[src/rtl/rf_wb_arbiter.sv]
// Write-back arbiter and destination scoreboard for the single-write-port register file.
// Round-robin shares the write port among NREQ producers; the busy bitmap lets decode stall on RAW/WAW.
module rf_wb_arbiter #(
   parameter int NREQ = 3,
   parameter int XLEN = 32,
   parameter int AW   = 5
) (
   input  logic                 clk,
   input  logic                 reset,
   input  logic [NREQ-1:0]      req_valid_i,
   input  logic [NREQ*AW-1:0]   req_rd_i,
   input  logic [NREQ*XLEN-1:0] req_wd_i,
   output logic [NREQ-1:0]      req_ready_o,
   input  logic                 rsv_valid_i,
   input  logic [AW-1:0]        rsv_rd_i,
   output logic                 rsv_ready_o,
   input  logic [AW-1:0]        chk_rs1_i,
   input  logic [AW-1:0]        chk_rs2_i,
   output logic                 rs1_busy_o,
   output logic                 rs2_busy_o,
   output logic                 rf_we_o,
   output logic [AW-1:0]        rf_rd_o,
   output logic [XLEN-1:0]      rf_wd_o,
   output logic [(1<<AW)-1:0]   busy_mask_o,
   output logic                 err_unreserved_o
);

   localparam int PW   = (NREQ > 1) ? $clog2(NREQ) : 1;
   localparam int NREG = 1 << AW;

   logic [PW-1:0]   ptr_q, ptr_d;
   logic [NREG-1:0] busy_q, busy_d;
   logic            rfWe_q, rfWe_d;
   logic [AW-1:0]   rfRd_q, rfRd_d;
   logic [XLEN-1:0] rfWd_q, rfWd_d;
   logic            err_q, err_d;

   logic [NREQ-1:0] grant;
   logic [PW-1:0]   grantIdx;
   logic            xfer;
   logic [PW:0]     scanSum;
   logic [PW-1:0]   scanIdx;
   logic [AW-1:0]   selRd;
   logic [XLEN-1:0] selWd;
   logic            rsvAccept;

   // Rotating priority scan: the first valid requester at or after the pointer wins.
   always_comb begin
      grant    = '0;
      grantIdx = '0;
      xfer     = 1'b0;
      scanSum  = '0;
      scanIdx  = '0;
      for (int k = 0; k < NREQ; k++) begin
         scanSum = {1'b0, ptr_q} + (PW+1)'(k);
         if (scanSum >= (PW+1)'(NREQ)) begin
            scanSum = scanSum - (PW+1)'(NREQ);
         end
         scanIdx = scanSum[PW-1:0];
         if (!xfer && req_valid_i[scanIdx]) begin
            grant[scanIdx] = 1'b1;
            grantIdx       = scanIdx;
            xfer           = 1'b1;
         end
      end
      if (reset) begin
         grant = '0;
         xfer  = 1'b0;
      end
   end

   assign req_ready_o = grant;
   assign selRd       = req_rd_i[int'(grantIdx)*AW +: AW];
   assign selWd       = req_wd_i[int'(grantIdx)*XLEN +: XLEN];

   // A destination can only be reserved again once its previous write has committed (WAW stall).
   assign rsv_ready_o = (rsv_rd_i == '0) || !busy_q[rsv_rd_i];
   assign rsvAccept   = rsv_valid_i && rsv_ready_o;

   always_comb begin
      ptr_d  = ptr_q;
      rfWe_d = 1'b0;
      rfRd_d = rfRd_q;
      rfWd_d = rfWd_q;
      err_d  = err_q;
      busy_d = busy_q;
      if (xfer) begin
         ptr_d  = (grantIdx == PW'(NREQ-1)) ? '0 : grantIdx + PW'(1);
         rfWe_d = (selRd != '0);
         rfRd_d = selRd;
         rfWd_d = selWd;
         if ((selRd != '0) && (!busy_q[selRd] || (rfWe_q && rfRd_q == selRd))) begin
            err_d = 1'b1;
         end
      end
      // Clear lands with the register file commit; a set in the same cycle wins.
      if (rfWe_q) begin
         busy_d[rfRd_q] = 1'b0;
      end
      if (rsvAccept && (rsv_rd_i != '0)) begin
         busy_d[rsv_rd_i] = 1'b1;
      end
      busy_d[0] = 1'b0;
   end

   always_ff @(posedge clk) begin
      if (reset) begin
         ptr_q  <= '0;
         busy_q <= '0;
         rfWe_q <= 1'b0;
         rfRd_q <= '0;
         rfWd_q <= '0;
         err_q  <= 1'b0;
      end else begin
         ptr_q  <= ptr_d;
         busy_q <= busy_d;
         rfWe_q <= rfWe_d;
         rfRd_q <= rfRd_d;
         rfWd_q <= rfWd_d;
         err_q  <= err_d;
      end
   end

   // The register file forwards write data, so a source committing this cycle is already readable.
   assign rs1_busy_o = (chk_rs1_i != '0) && busy_q[chk_rs1_i] && !(rfWe_q && rfRd_q == chk_rs1_i);
   assign rs2_busy_o = (chk_rs2_i != '0) && busy_q[chk_rs2_i] && !(rfWe_q && rfRd_q == chk_rs2_i);

   assign rf_we_o          = rfWe_q;
   assign rf_rd_o          = rfRd_q;
   assign rf_wd_o          = rfWd_q;
   assign busy_mask_o      = busy_q;
   assign err_unreserved_o = err_q;

endmodule

[config.mk]
export PLATFORM = sky130hd
export DESIGN_NAME = rf_wb_arbiter
export DESIGN_NICKNAME = d
export VERILOG_FILES = /design/src/rtl/rf_wb_arbiter.sv
export SDC_FILE = /design/constraint.sdc
export NUM_CORES = 1
export LEC_CHECK = 0
export ABC_CLOCK_PERIOD_IN_PS = 4200
export CAP_MARGIN = 30
export CORE_UTILIZATION = 44
export CTS_CLUSTER_SIZE = 25
export DETAILED_ROUTE_END_ITERATION = 8
export HOLD_SLACK_MARGIN = 0.08
export PLACE_DENSITY = 0.9
export SYNTH_ARGS = -nofsm -noshare
export SYNTH_HDL_FRONTEND = slang
export SYNTH_SLANG_ARGS = --single-unit
[constraint.sdc]
create_clock -name clk -period 4.2 [get_ports clk]
set_input_delay 0.84 -clock clk [delete_from_list [all_inputs] [get_ports clk]]
set_output_delay 0.84 -clock clk [all_outputs]
set_load 0.1 [all_outputs]
# Word-level counts from Yosys, hierarchy flattened

Cells that the tools add are included.

Register bits after elaboration: 73
Bits of input ports: 132
Logic and storage cells: 115

Add/subtract/negate cells: 6
Multipliers: 1
Magnitude comparators: 16
Eq/ne operators: 4
Shifts and indexed selects: 2
Mux-type cells: 41
Bitwise operators: 6
Reduce and logical (&&, ||, !) cells: 32

Operator list:

| operator                                                                            | number |
|---|---|
| 96-bit by 8-bit indexed part select with 32-bit output                              | 1 |
| 32-bit two-way mux                                                                  | 2 |
| 32-bit bitwise AND                                                                  | 1 |
| 32-bit NOT                                                                          | 1 |
| 32-bit bitwise OR                                                                   | 1 |
| 5-bit by 6-bit less-than comparator with 1-bit output, second input constant        | 5 |
| 1-bit binary-select mux with 5-bit select                                           | 4 |
| 5-bit nonzero test                                                                  | 4 |
| 1-bit logical AND                                                                   | 17 |
| 1-bit two-way mux                                                                   | 16 |
| 5-bit equality test                                                                 | 3 |
| 15-bit by 6-bit indexed part select with 5-bit output                               | 1 |
| 2-bit two-way mux                                                                   | 7 |
| 3-bit two-way mux                                                                   | 4 |
| 1-bit demux with 5-bit select                                                       | 2 |
| 5-bit by 1-bit greater-or-equal comparator with 1-bit output, second input constant | 2 |
| 2-bit by 3-bit less-than comparator with 1-bit output, second input constant        | 3 |
| 1-bit binary-select mux with 2-bit select                                           | 3 |
| 1-bit demux with 2-bit select                                                       | 3 |
| 2-bit by 1-bit greater-or-equal comparator with 1-bit output, second input constant | 3 |
| 3-bit by 2-bit greater-or-equal comparator with 1-bit output, second input constant | 2 |
| 1-bit zero test                                                                     | 6 |
| 3-bit bitwise OR                                                                    | 2 |
| 2-bit subtractor, second input constant                                             | 3 |
| other kinds (11)                                                                    | 12 |

# Longest topological paths before layout

Gate-level depths: netlist of the first run.

Word-level depth: 19
Gate-level depth with buffers: 15
Depth with buffers taken out: 12

# Worst setup path after synthesis of the first run

OpenSTA, ideal clock, no wires.

Path kind: input-to-output
Start point: input req_valid_i[0]
End point: output req_ready_o[0]
Arrival: 3.653 ns
Slack: -0.293 ns
Stages on the path: 4
Cells stage by stage: mux2_4 a21oi_4 nor2_1 a211oi_1

Cells in the longest elaborated chain, start to end: 10
Elaborated cells on any way between the ends: 18
Those cells by class: mux: 12; bitwise: 2; reduce/logical: 4

Ends and longest elaborated chain:

| element                                   | RTL line | source |
|---|---|---|
| start, declared                           | 10       | `input logic [NREQ-1:0] req_valid_i,` |
| 1-bit binary-select mux with 2-bit select | 60       | `if (!xfer && req_valid_i[scanIdx]) begin` |
| 1-bit two-way mux (not written as such)   | 60       |  |
| 1-bit two-way mux                         | 60       |  |
| 1-bit zero test                           | 60       |  |
| 1-bit logical AND                         | 60       |  |
| 1-bit two-way mux                         | 60       |  |
| 1-bit zero test                           | 60       |  |
| 1-bit logical AND                         | 60       |  |
| 3-bit two-way mux (*)                     | 60       |  |
| 3-bit two-way mux (*)                     | 66       | `if (reset) begin` |
| end, declared                             | 13       | `output logic [NREQ-1:0] req_ready_o,` |

Every way passes the cells marked *; elsewhere a longest branch is shown, timed or not. The select of a mux whose other input is x is not followed.

# Final worst setup path of the first run

Start point: input chk_rs2_i[0]
End point: output rs2_busy_o

Cells in the longest elaborated chain, start to end: 4
Elaborated cells on any way between the ends: 8
Those cells by class: eq/ne: 1; mux: 2; reduce/logical: 5

Ends and longest elaborated chain:

| element                                                                          | RTL line | source |
|---|---|---|
| start, declared                                                                  | 18       | `input logic [AW-1:0] chk_rs2_i,` |
| 1-bit binary-select mux with 5-bit select or 5-bit equality test (tied branches) | 126      | `assign rs2_busy_o = (chk_rs2_i != '0) && busy_q[chk_rs2_i] && !(rfWe_q && rfRd_q == chk_rs2_i);` |
| 1-bit two-way mux (not written as such) or 1-bit logical AND (tied branches)     | 126      |  |
| 1-bit logical AND or 1-bit zero test (tied branches)                             | 126      |  |
| 1-bit logical AND (*)                                                            | 126      |  |
| end, declared                                                                    | 20       | `output logic rs2_busy_o,` |

Marks and branches as above.

==> impl_metrics.json, run 1 <==
{
  "crit_path_top_delay_cell": "clkdlybuf4s50_1",
  "netlist_area_um2": 5017,
  "comb_power_share_pct": 68.7,
  "power_leakage_uw": 0.002897,
  "swShare_pct": 56.87,
  "synth_cells": 591,
  "cpPeakStageDelay_ns": 0.75,
  "synth_top_area_cell": "dfxtp_1",
  "final_cell_area_um2": 7546,
  "synth_most_common_cell": "nor2_1",
  "cp_cell_sequence": "clkdlybuf4s50_1 > mux4_2 > mux4_2 > mux2i_1 > a31oi_2 > buf_12",
  "synth.avg_cell_area_um2": 8.490,
  "synth_top_area_share_pct": 28.73,
  "cp_max_fo": 8,
  "maxCapViolCount": 0,
  "ys_top_cells_by_area": "dfxtp_1 (29%), mux4_2 (13%), mux2i_1 (9.0%)",
  "rr_endpoint": "err_unreserved_o$_SDFFE_PP0P_",
  "p_sw_uw": 3304,
  "ctsHoldBuffers": 0,
  "cts_buffers": 9,
  "synth_nets": 727,
  "grt_antenna_before_repair": 0,
  "crit_required_ns": 3.36,
  "syn_to_final_growth_pct": 50.40,
  "synth_cell_type_count": 60,
  "dp_slack_ns": 0.2340,
  "portBuffers": 207,
  "powerDensity_nw_per_um2": 769.8,
  "place_congestion": 0.9825,
  "antenna_left": 0,
  "io_pins": 209,
  "crit_path_start_kind": "input pin",
  "die_area_um2": 11830,
  "ctsResizeCount": 0,
  "ys.flop_type": "dfxtp_1",
  "rsz0062_at_grt": "no",
  "grt_overflow": 0,
  "finalHoldViolCount": 0,
  "async_flop_share_pct": 0,
  "relSlewSlack_pct": 31.56,
  "worst_ep_arrival_time_ns": 3.09,
  "tightestPinTransition_ns": 1.023,
  "n_antenna_cell": 0,
  "grt_usage_pct": 31.76,
  "max_freq_mhz": 254.4,
  "drive_gt1_share_pct": 12.12,
  "nets": 915,
  "avgViaCountPerCell": 6.083,
  "hold_class": "reg2reg",
  "p_int_uw": 2505,
  "std_cell_rows": 38,
  "num_vias": 5621,
  "drt_iter0_drc": 459,
  "seqPwrFrac_pct": 18.7,
  "drc": 0,
  "criticalPathCategory": "in2out",
  "cts_htree_levels": 3,
  "synth-seq-cells": 72,
  "outcome": "finished, final reports clean",
  "synth_edf_count": 0,
  "synth_seq_area_share_pct": 28.73,
  "clk_latency_ns": 0.33,
  "dpl-instance-area_um2": 7259,
  "cts_root_buffer": "clkbuf_16",
  "wl_mm": 18.85,
  "timing.final.ws_setup_ns": 0.2695,
  "period_needed_ns": 3.930,
  "clockBufferDepth": 2,
  "setup_viol": 0,
  "yosysWarningCount": 0,
  "first_global_vias": 5516,
  "wl_per_cell_um": 20.40,
  "grt_max_degree": 65,
  "dpl.hpwl_mm": 13.73,
  "r2r_slack_ns": 0.70,
  "coreArea_um2": 10980,
  "path_clk_slew_ns": 0.06,
  "drt_pre_antenna_iters": 5,
  "clock-sinks": 72,
  "die_h_um": 108.8,
  "maxSlewViolCount": 0,
  "stdcell_count": 924,
  "crit_end": "rs2_busy_o",
  "timing.final.crit_share_pct": 93.58,
  "post-cts-setup-buffers": 0,
  "synth_common_cells": "nor2_1 (89), dfxtp_1 (72), a21oi_1 (69), nand2_1 (50), mux2i_1 (45)",
  "timing.critical_path.from": "chk_rs2_i[0]",
  "critPathCaptureType": "primary output",
  "clock_power_share_pct": 12.6,
  "r2r-start": "ptr_q[1]$_SDFFE_PP0P_",
  "tns_ns": 0,
  "reg2reg_depth": 12,
  "finalCoreUtilization_pct": 68.71,
  "cpMostUsedCell": "mux4_2",
  "grt_pass1_wl_mm": 28.52,
  "initial_core_util_pct": 45.68,
  "tritoncts": "built",
  "die_width_um": 108.8,
  "skew_ns": 0.007928,
  "vdd_ir_drop_max_mv": 0.5846,
  "numPlacedInstances": 908
}
## worst min path at each step
stage | from | end | slack [ns] | depth (start not counted)
final | rf_wd_o[0]$_SDFFE_PP0P_ | rf_wd_o[0]$_SDFFE_PP0P_ | 0.48 | 2
after global routing | rf_wd_o[2]$_SDFFE_PP0P_ | rf_wd_o[2]$_SDFFE_PP0P_ | 0.52 | 2
after CTS | rf_wd_o[0]$_SDFFE_PP0P_ | rf_wd_o[0]$_SDFFE_PP0P_ | 0.49 | 2
after detailed placement | rf_wd_o[0]$_SDFFE_PP0P_ | rf_wd_o[0]$_SDFFE_PP0P_ | 0.47 | 2
after global placement | rf_wd_o[8]$_SDFFE_PP0P_ | rf_wd_o[8]$_SDFFE_PP0P_ | 0.47 | 2
after floorplan | ptr_q[0]$_SDFFE_PP0P_ | ptr_q[0]$_SDFFE_PP0P_ | 0.51 | 2
## logic make-up (layout without fill, tap and decap cells)
| family | after synthesis | count (layout) | synth area share [%] |
|---|---|---|---|
| other | 1 | 1 | 0.07474 |
| AOI/OAI and AO/OA | 173 | 173 | 21.30 |
| buffers and inverters | 52 | 245 | 4.538 |
| muxes | 83 | 83 | 24.59 |
| DFF | 72 | 72 | 28.73 |
| xor gates and xnor gates | 15 | 15 | 2.619 |
| adders and majority gates | 4 | 4 | 0.9975 |
| and+or+nand+nor | 191 | 191 | 17.16 |
## per-stage QoR
| stage | hold slack [ns] | total power (uW) |
|---|---|---|
| 2_1_floorplan | 0.5117 | 4112 |
| 3_3_place_gp | 0.4682 | 4954 |
| 3_5_place_dp | 0.4740 | 5042 |
| 4_1_cts | 0.4880 | 5793 |
| 5_1_grt | 0.5161 | 6062 |
| 6_report | 0.4831 | 5809 |
## worst max-delay path: cells and delay by family
kind            cells  cell delay [ns]
mux                 3             1.21
compound gates      1             0.08
buf+inv             2             0.96
## power by group through the flow
stage / logic (uW) / clock network (uW) / registers [uW]
floorplan: 1680 / 0 / 2430
global placement: 3880 / 0 / 1080
detailed placement: 3950 / 0 / 1090
CTS: 3970 / 741 / 1080
global route: 4180 / 772 / 1110
finish: 3990 / 731 / 1090
## cells in the final DEF, fill, tap and decap left out, types with 3 or more instances in the layout
master,Yosys,layout
a31oi_2,1,3
a211oi_1,33,32
mux4_2,28,28
mux2i_1,45,45
nor3_1,6,5
o21ai_0,38,38
nand3b_1,7,7
buf_4,3,17
xnor2_1,3,3
nand3_1,11,11
nor4_1,3,3
buf_12,0,5
nor3b_1,3,3
inv_6,0,3
and3_1,4,4
xor2_1,12,12
and3b_1,3,3
mux2_2,5,5
inv_1,5,5
nor2_1,89,88
a21oi_1,69,69
or3b_2,3,3
a22oi_1,5,5
ha_1,4,4
nor2b_1,3,3
dfxtp_1,72,72
nand2_1,50,50
clkdlybuf4s50_1,0,200
clkbuf_16,0,9
a31oi_1,5,3
## area by class of cell
type                            count  area [um2]
Clock buffer                        9       225.2
Clock inverter                      7       61.31
Fill cell                         864        3437
Inverter                            6       22.52
Multi-Input combinational cell    467        3386
Sequential cell                    72        1441
Tap cell                          140       175.2
Timing Repair Buffer              223        2235
## registers in the layout, indices dropped and copies added (netlist names)
| signal | cells |
|---|---|
| busy_mask_o | 31 |
| err_unreserved_o | 1 |
| rf_rd_o | 5 |
| rf_we_o | 1 |
| ptr_q | 2 |
| rf_wd_o | 32 |
## routing by layer
metal  part of all wire, %  up-vias  track usage (%)
met3                   9.7       83            9.325
met2                    49      321            53.03
met1                    37     2665            37.09
met5                     0        -                0
li1                      -     2552                -
met4                   4.2        0            15.73
Power figures use the tool's default switching activity.
==> run 2: changes to the inputs <==
--- a/config.mk
+++ b/config.mk
@@ -5,12 +5,11 @@
 export SDC_FILE = /design/constraint.sdc
 export NUM_CORES = 1
 export LEC_CHECK = 0
-export ABC_CLOCK_PERIOD_IN_PS = 4200
+export ABC_CLOCK_PERIOD_IN_PS = 4500
 export CAP_MARGIN = 30
 export CORE_UTILIZATION = 44
 export CTS_CLUSTER_SIZE = 25
 export DETAILED_ROUTE_END_ITERATION = 8
-export HOLD_SLACK_MARGIN = 0.08
 export PLACE_DENSITY = 0.9
 export SYNTH_ARGS = -nofsm -noshare
 export SYNTH_HDL_FRONTEND = slang
==> constraint.sdc (replaced) <==
create_clock -name clk -period 4.5 [get_ports clk]
set_input_delay 0.9 -clock clk [delete_from_list [all_inputs] [get_ports clk]]
set_output_delay 0.9 -clock clk [all_outputs]
set_load 0.1 [all_outputs]
==> run 2 against run 1 <==
  * Register-to-register slack improved by 0.19 ns
  * Sequential share of layout area is 0.20 points higher
  * Count of clock-buffer cells in the layout did not move
  * Critical endpoint is now rs1_busy_o
  * Sequential cell count unchanged
  * Worst setup slack improved by 0.068 ns
  * Via count grew 1.0%
  * First-iteration DRC count is 45% higher
  * Critical path depth unchanged
  * Highest routed layer unchanged
  * Wire length shrank 1.0%
==> impl_metrics.json, run 2 (synthesized netlist as in run 1, its figures left out) <==
{
  "clk_latency_ns": 0.34,
  "tritoncts": "built",
  "maxSlewViolCount": 0,
  "worstHoldStart": "rf_wd_o[21]$_SDFFE_PP0P_",
  "tightestPinTransition_ns": 1.026,
  "post-cts-setup-buffers": 0,
  "powerDensity_nw_per_um2": 720.0,
  "initial_core_util_pct": 45.68,
  "wl_per_cell_um": 20.35,
  "layout_common_cells": "clkdlybuf4s50_1 (200), nor2_1 (88), dfxtp_1 (72)",
  "cts_buffers": 9,
  "finalHoldViolCount": 0,
  "total_power_uw": 5377,
  "die_h_um": 108.8,
  "first_global_vias": 5628,
  "hold_ws_ns": 0.4866,
  "nets": 908,
  "critPathCaptureType": "primary output",
  "crit_path_top_delay_cell": "clkdlybuf4s50_1",
  "drt_pre_antenna_iters": 6,
  "grt_usage_pct": 31.84,
  "die_area_um2": 11830,
  "cpPeakStageDelay_ns": 0.84,
  "tns_ns": 0,
  "place_congestion": 0.9661,
  "num_vias": 5680,
  "outcome": "finished, final reports clean",
  "grt_antenna_before_repair": 0,
  "final_common_cell": "clkdlybuf4s50_1",
  "grt_max_degree": 65,
  "hold_end": "rf_wd_o[21]$_SDFFE_PP0P_",
  "worst_ep_arrival_time_ns": 3.26,
  "std_cell_rows": 38,
  "timing.final.crit_share_pct": 92.49,
  "wl_mm": 18.66,
  "grt_overflow": 0,
  "clockBufferDepth": 2,
  "io_pins": 209,
  "cpMostUsedCell": "mux4_2",
  "maxCapViolCount": 0,
  "dpl.hpwl_mm": 13.53,
  "finalCoreUtilization_pct": 68.00,
  "drive_gt1_share_pct": 10.94,
  "path_clk_slew_ns": 0.06,
  "largest_register_ff_count": 32,
  "rr_endpoint": "err_unreserved_o$_SDFFE_PP0P_",
  "drc": 0,
  "crit_path_start_kind": "input pin",
  "final_cell_area_um2": 7468,
  "cp_max_fo": 10,
  "r2r-start": "ptr_q[0]$_SDFFE_PP0P_",
  "coreArea_um2": 10980,
  "cts_htree_levels": 3,
  "drt_iter0_drc": 667,
  "criticalPathCategory": "in2out",
  "avgViaCountPerCell": 6.194,
  "setup_viol": 0,
  "grt_pass1_wl_mm": 28.72,
  "skew_ns": 0.006746,
  "portBuffers": 207,
  "power_leakage_uw": 0.002868,
  "ctsHoldBuffers": 0,
  "reg2reg_depth": 11,
  "die_width_um": 108.8,
  "period_needed_ns": 4.162,
  "rsz0062_at_grt": "no",
  "vdd_ir_drop_max_mv": 0.7443,
  "cp_cell_sequence": "clkdlybuf4s50_1 > mux4_2 > mux4_2 > mux2i_1 > a31oi_1 > buf_12",
  "relSlewSlack_pct": 31.36,
  "n_antenna_cell": 0,
  "dpl-instance-area_um2": 7177,
  "hold_depth": 2,
  "crit_required_ns": 3.60,
  "max_freq_mhz": 240.3,
  "clock-sinks": 72,
  "antenna_left": 0,
  "syn_to_final_growth_pct": 48.85,
  "r2r_slack_ns": 0.89,
  "cts_root_buffer": "clkbuf_16",
  "hold_class": "reg2reg",
  "ctsResizeCount": 0
}
[run 2: changes by cell type in the layout (fill, tap and decap cells not counted), moves of 2 or more]
cell        previous run  this run
inv_6                  3         5
a31oi_1                3         5
a31oi_2                3         1
buf_4                 17        11
clkinvlp_4             2         0
[run 2: worst max-delay path, delay by kind of cell]
kind	cells	cell delay, ns
buf+inv	2	1.06
mux	3	1.21
compound gates	1	0.09
[run 2: layout make-up]
type / instances / area (um2)
flip-flops and latches: 72 / 1441
clock buffers: 9 / 225.2
well taps: 140 / 175.2
repair buffers: 216 / 2170
multi-input cells: 467 / 3368
clock inverters: 7 / 66.31
inverters: 6 / 22.52
fillers: 835 / 3515
[run 2: per-stage QoR]
stage,worst slack [ns],cells
after global routing,0.2240,917
after CTS,0.3213,917
after global placement,0.4461,901
final,0.3379,917
after floorplan,0.005171,591
after detailed placement,0.3359,901
[run 2: layer usage]
metal	global-route usage [%]	vias up	wire (um)
li1	-	2542	-
met1	37.55	2664	6715
met2	53.66	377	9259
met3	6.695	97	1704
met4	18.05	0	978
met5	0	-	0
[run 2: worst max-delay path by stage]
stage / from / end / slack, ns / depth (start not counted)
global route: chk_rs1_i[0] / rs1_busy_o / 0.22 / 6
floorplan: req_valid_i[0] / req_ready_o[2] / 0.005 / 4
global placement: chk_rs1_i[0] / rs1_busy_o / 0.45 / 6
detailed placement: chk_rs2_i[0] / rs2_busy_o / 0.34 / 6
finish: chk_rs1_i[0] / rs1_busy_o / 0.34 / 6
CTS: chk_rs2_i[0] / rs2_busy_o / 0.32 / 6
[run 2: report_power, final]
group / internal (uW) / switching, uW
registers: 831 / 198
clock network: 391 / 313
logic: 1080 / 2560
==> run 3: changes to the inputs <==
--- a/config.mk
+++ b/config.mk
@@ -8,9 +8,10 @@
 export ABC_CLOCK_PERIOD_IN_PS = 4500
 export CAP_MARGIN = 30
 export CORE_UTILIZATION = 44
-export CTS_CLUSTER_SIZE = 25
+export CTS_CLUSTER_SIZE = 30
 export DETAILED_ROUTE_END_ITERATION = 8
 export PLACE_DENSITY = 0.9
+export REMOVE_ABC_BUFFERS = 1
 export SYNTH_ARGS = -nofsm -noshare
 export SYNTH_HDL_FRONTEND = slang
 export SYNTH_SLANG_ARGS = --single-unit
==> run 3 against run 2 <==
  * Global-route usage shrank 0.61 points
  * Hold slack is essentially flat
  * Via count shrank 0.25%
  * Clock power shrank 3.7%
  * Register-to-register slack gained 0.08 ns
  * Worst setup slack lost 0.013 ns
  * Sequential cell count is the same
  * Final cell count is the same
  * Sequential power is essentially flat
  * Core utilization shrank 0.19 points
  * Wire length shrank 1.0%
  * Critical path type unchanged
  * Critical endpoint is now rs2_busy_o
==> impl_metrics.json, run 3 (synthesized netlist as in run 1, its figures left out) <==
{
  "grt_usage_pct": 31.23,
  "cts_root_buffer": "clkbuf_16",
  "final_cell_area_um2": 7447,
  "die_area_um2": 11830,
  "cp_max_fo": 10,
  "total_power_uw": 5343,
  "criticalPathCategory": "in2out",
  "die_h_um": 108.8,
  "clock-sinks": 72,
  "cpPeakStageDelay_ns": 0.82,
  "crit_path_start_kind": "input pin",
  "period_needed_ns": 4.175,
  "die_width_um": 108.8,
  "first_global_vias": 5651,
  "finalHoldViolCount": 0,
  "dpl-instance-area_um2": 7166,
  "place_congestion": 0.9487,
  "largest_register_ff_count": 32,
  "critPathCaptureType": "primary output",
  "ctsResizeCount": 0,
  "n_antenna_cell": 0,
  "drc": 0,
  "vdd_ir_drop_max_mv": 0.6391,
  "nets": 908,
  "skew_ns": 0.003900,
  "drt_iter0_drc": 615,
  "relSlewSlack_pct": 30.12,
  "std_cell_rows": 38,
  "cpMostUsedCell": "mux4_2",
  "ctsHoldBuffers": 0,
  "antenna_left": 0,
  "fillCellCount": 827,
  "post-cts-setup-buffers": 0,
  "path_delay_family": "multiplexers",
  "hold_class": "reg2reg",
  "worst_ep_arrival_time_ns": 3.28,
  "cts_htree_levels": 3,
  "num_vias": 5666,
  "layout_common_cells": "clkdlybuf4s50_1 (200), nor2_1 (88), dfxtp_1 (72)",
  "portBuffers": 207,
  "tritoncts": "built",
  "crit_buf_inv": 2,
  "crit_path_top_delay_cell": "clkdlybuf4s50_1",
  "grt_antenna_before_repair": 0,
  "tightestPinTransition_ns": 1.045,
  "crit_required_ns": 3.60,
  "coreArea_um2": 10980,
  "dp_slack_ns": 0.3465,
  "maxSlewViolCount": 0,
  "clockBufferDepth": 2,
  "path_clk_slew_ns": 0.05,
  "wl_per_cell_um": 20.14,
  "grt_overflow": 0,
  "initial_core_util_pct": 45.68,
  "drive_gt1_share_pct": 10.30,
  "timing.final.crit_share_pct": 92.79,
  "wl_mm": 18.47,
  "io_pins": 209,
  "rsz0062_at_grt": "no",
  "final_common_cell": "clkdlybuf4s50_1",
  "cp_cell_sequence": "clkdlybuf4s50_1 > mux4_2 > mux4_2 > mux2i_1 > a31oi_1 > buf_12",
  "max_freq_mhz": 239.5,
  "drt_pre_antenna_iters": 5,
  "grt_pass1_wl_mm": 28.35,
  "clk_latency_ns": 0.32,
  "avgViaCountPerCell": 6.179,
  "tns_ns": 0,
  "grt_max_degree": 69,
  "finalCoreUtilization_pct": 67.81,
  "timing.final.ws_setup_ns": 0.3245,
  "maxCapViolCount": 0,
  "syn_to_final_growth_pct": 48.43,
  "setup_viol": 0,
  "power_leakage_uw": 0.002861,
  "powerDensity_nw_per_um2": 717.5,
  "cts_buffers": 9,
  "dpl.hpwl_mm": 13.39,
  "outcome": "finished, final reports clean"
}
## run 3: power breakdown
group	switching [uW]	internal [uW]
Sequential	203	831
Combinational	2550	1080
Clock	251	427
## run 3: cell type report
| class | instances | area [um2] | area share, % |
|---|---|---|---|
| clock buffers | 12 | 236.5 | 3.175 |
| clock inverters | 4 | 45.04 | 0.6048 |
| inverters | 6 | 22.52 | 0.3024 |
| multi-input cells | 467 | 3357 | 45.08 |
| flip-flops and latches | 72 | 1441 | 19.35 |
| well taps | 140 | 175.2 | 2.352 |
| repair buffers | 216 | 2170 | 29.13 |
## run 3: stage by stage
| step | hold slack, ns | instances |
|---|---|---|
| floorplan | 0.5117 | 545 |
| global placement | 0.4701 | 901 |
| detailed placement | 0.4758 | 901 |
| CTS | 0.4895 | 917 |
| global route | 0.5146 | 917 |
| finish | 0.4868 | 917 |
## run 3: layer usage
metal | track usage (%) | wire length (um) | vias to the layer above
li1 | - | - | 2542
met1 | 36.07 | 6604 | 2668
met2 | 55.11 | 9227 | 367
met3 | 6.575 | 1829 | 89
met4 | 14.38 | 804 | 0
met5 | 0 | 0 | -
## run 3: path summary, 6_finish.rpt
check | from | endpoint | slack (ns) | cells past startpoint
setup / recovery | chk_rs2_i[0] | rs2_busy_o | 0.32 | 6
hold / removal | rf_wd_o[3]$_SDFFE_PP0P_ | rf_wd_o[3]$_SDFFE_PP0P_ | 0.49 | 2
setup reg to reg | ptr_q[1]$_SDFFE_PP0P_ | err_unreserved_o$_SDFFE_PP0P_ | 0.97 | 12
hold reg to reg | rf_wd_o[3]$_SDFFE_PP0P_ | rf_wd_o[3]$_SDFFE_PP0P_ | 0.49 | 2
## run 3: worst register-to-register path: cells and delay by family, from the launching register on
family / cells / cell delay [ns]
buffers and inverters: 1 / 0.08
AOI/OAI and AO/OA: 5 / 1.53
adders and majority gates: 1 / 0.36
muxes: 2 / 0.75
and+or+nand+nor: 3 / 0.38
DFF: 1 / 0.34
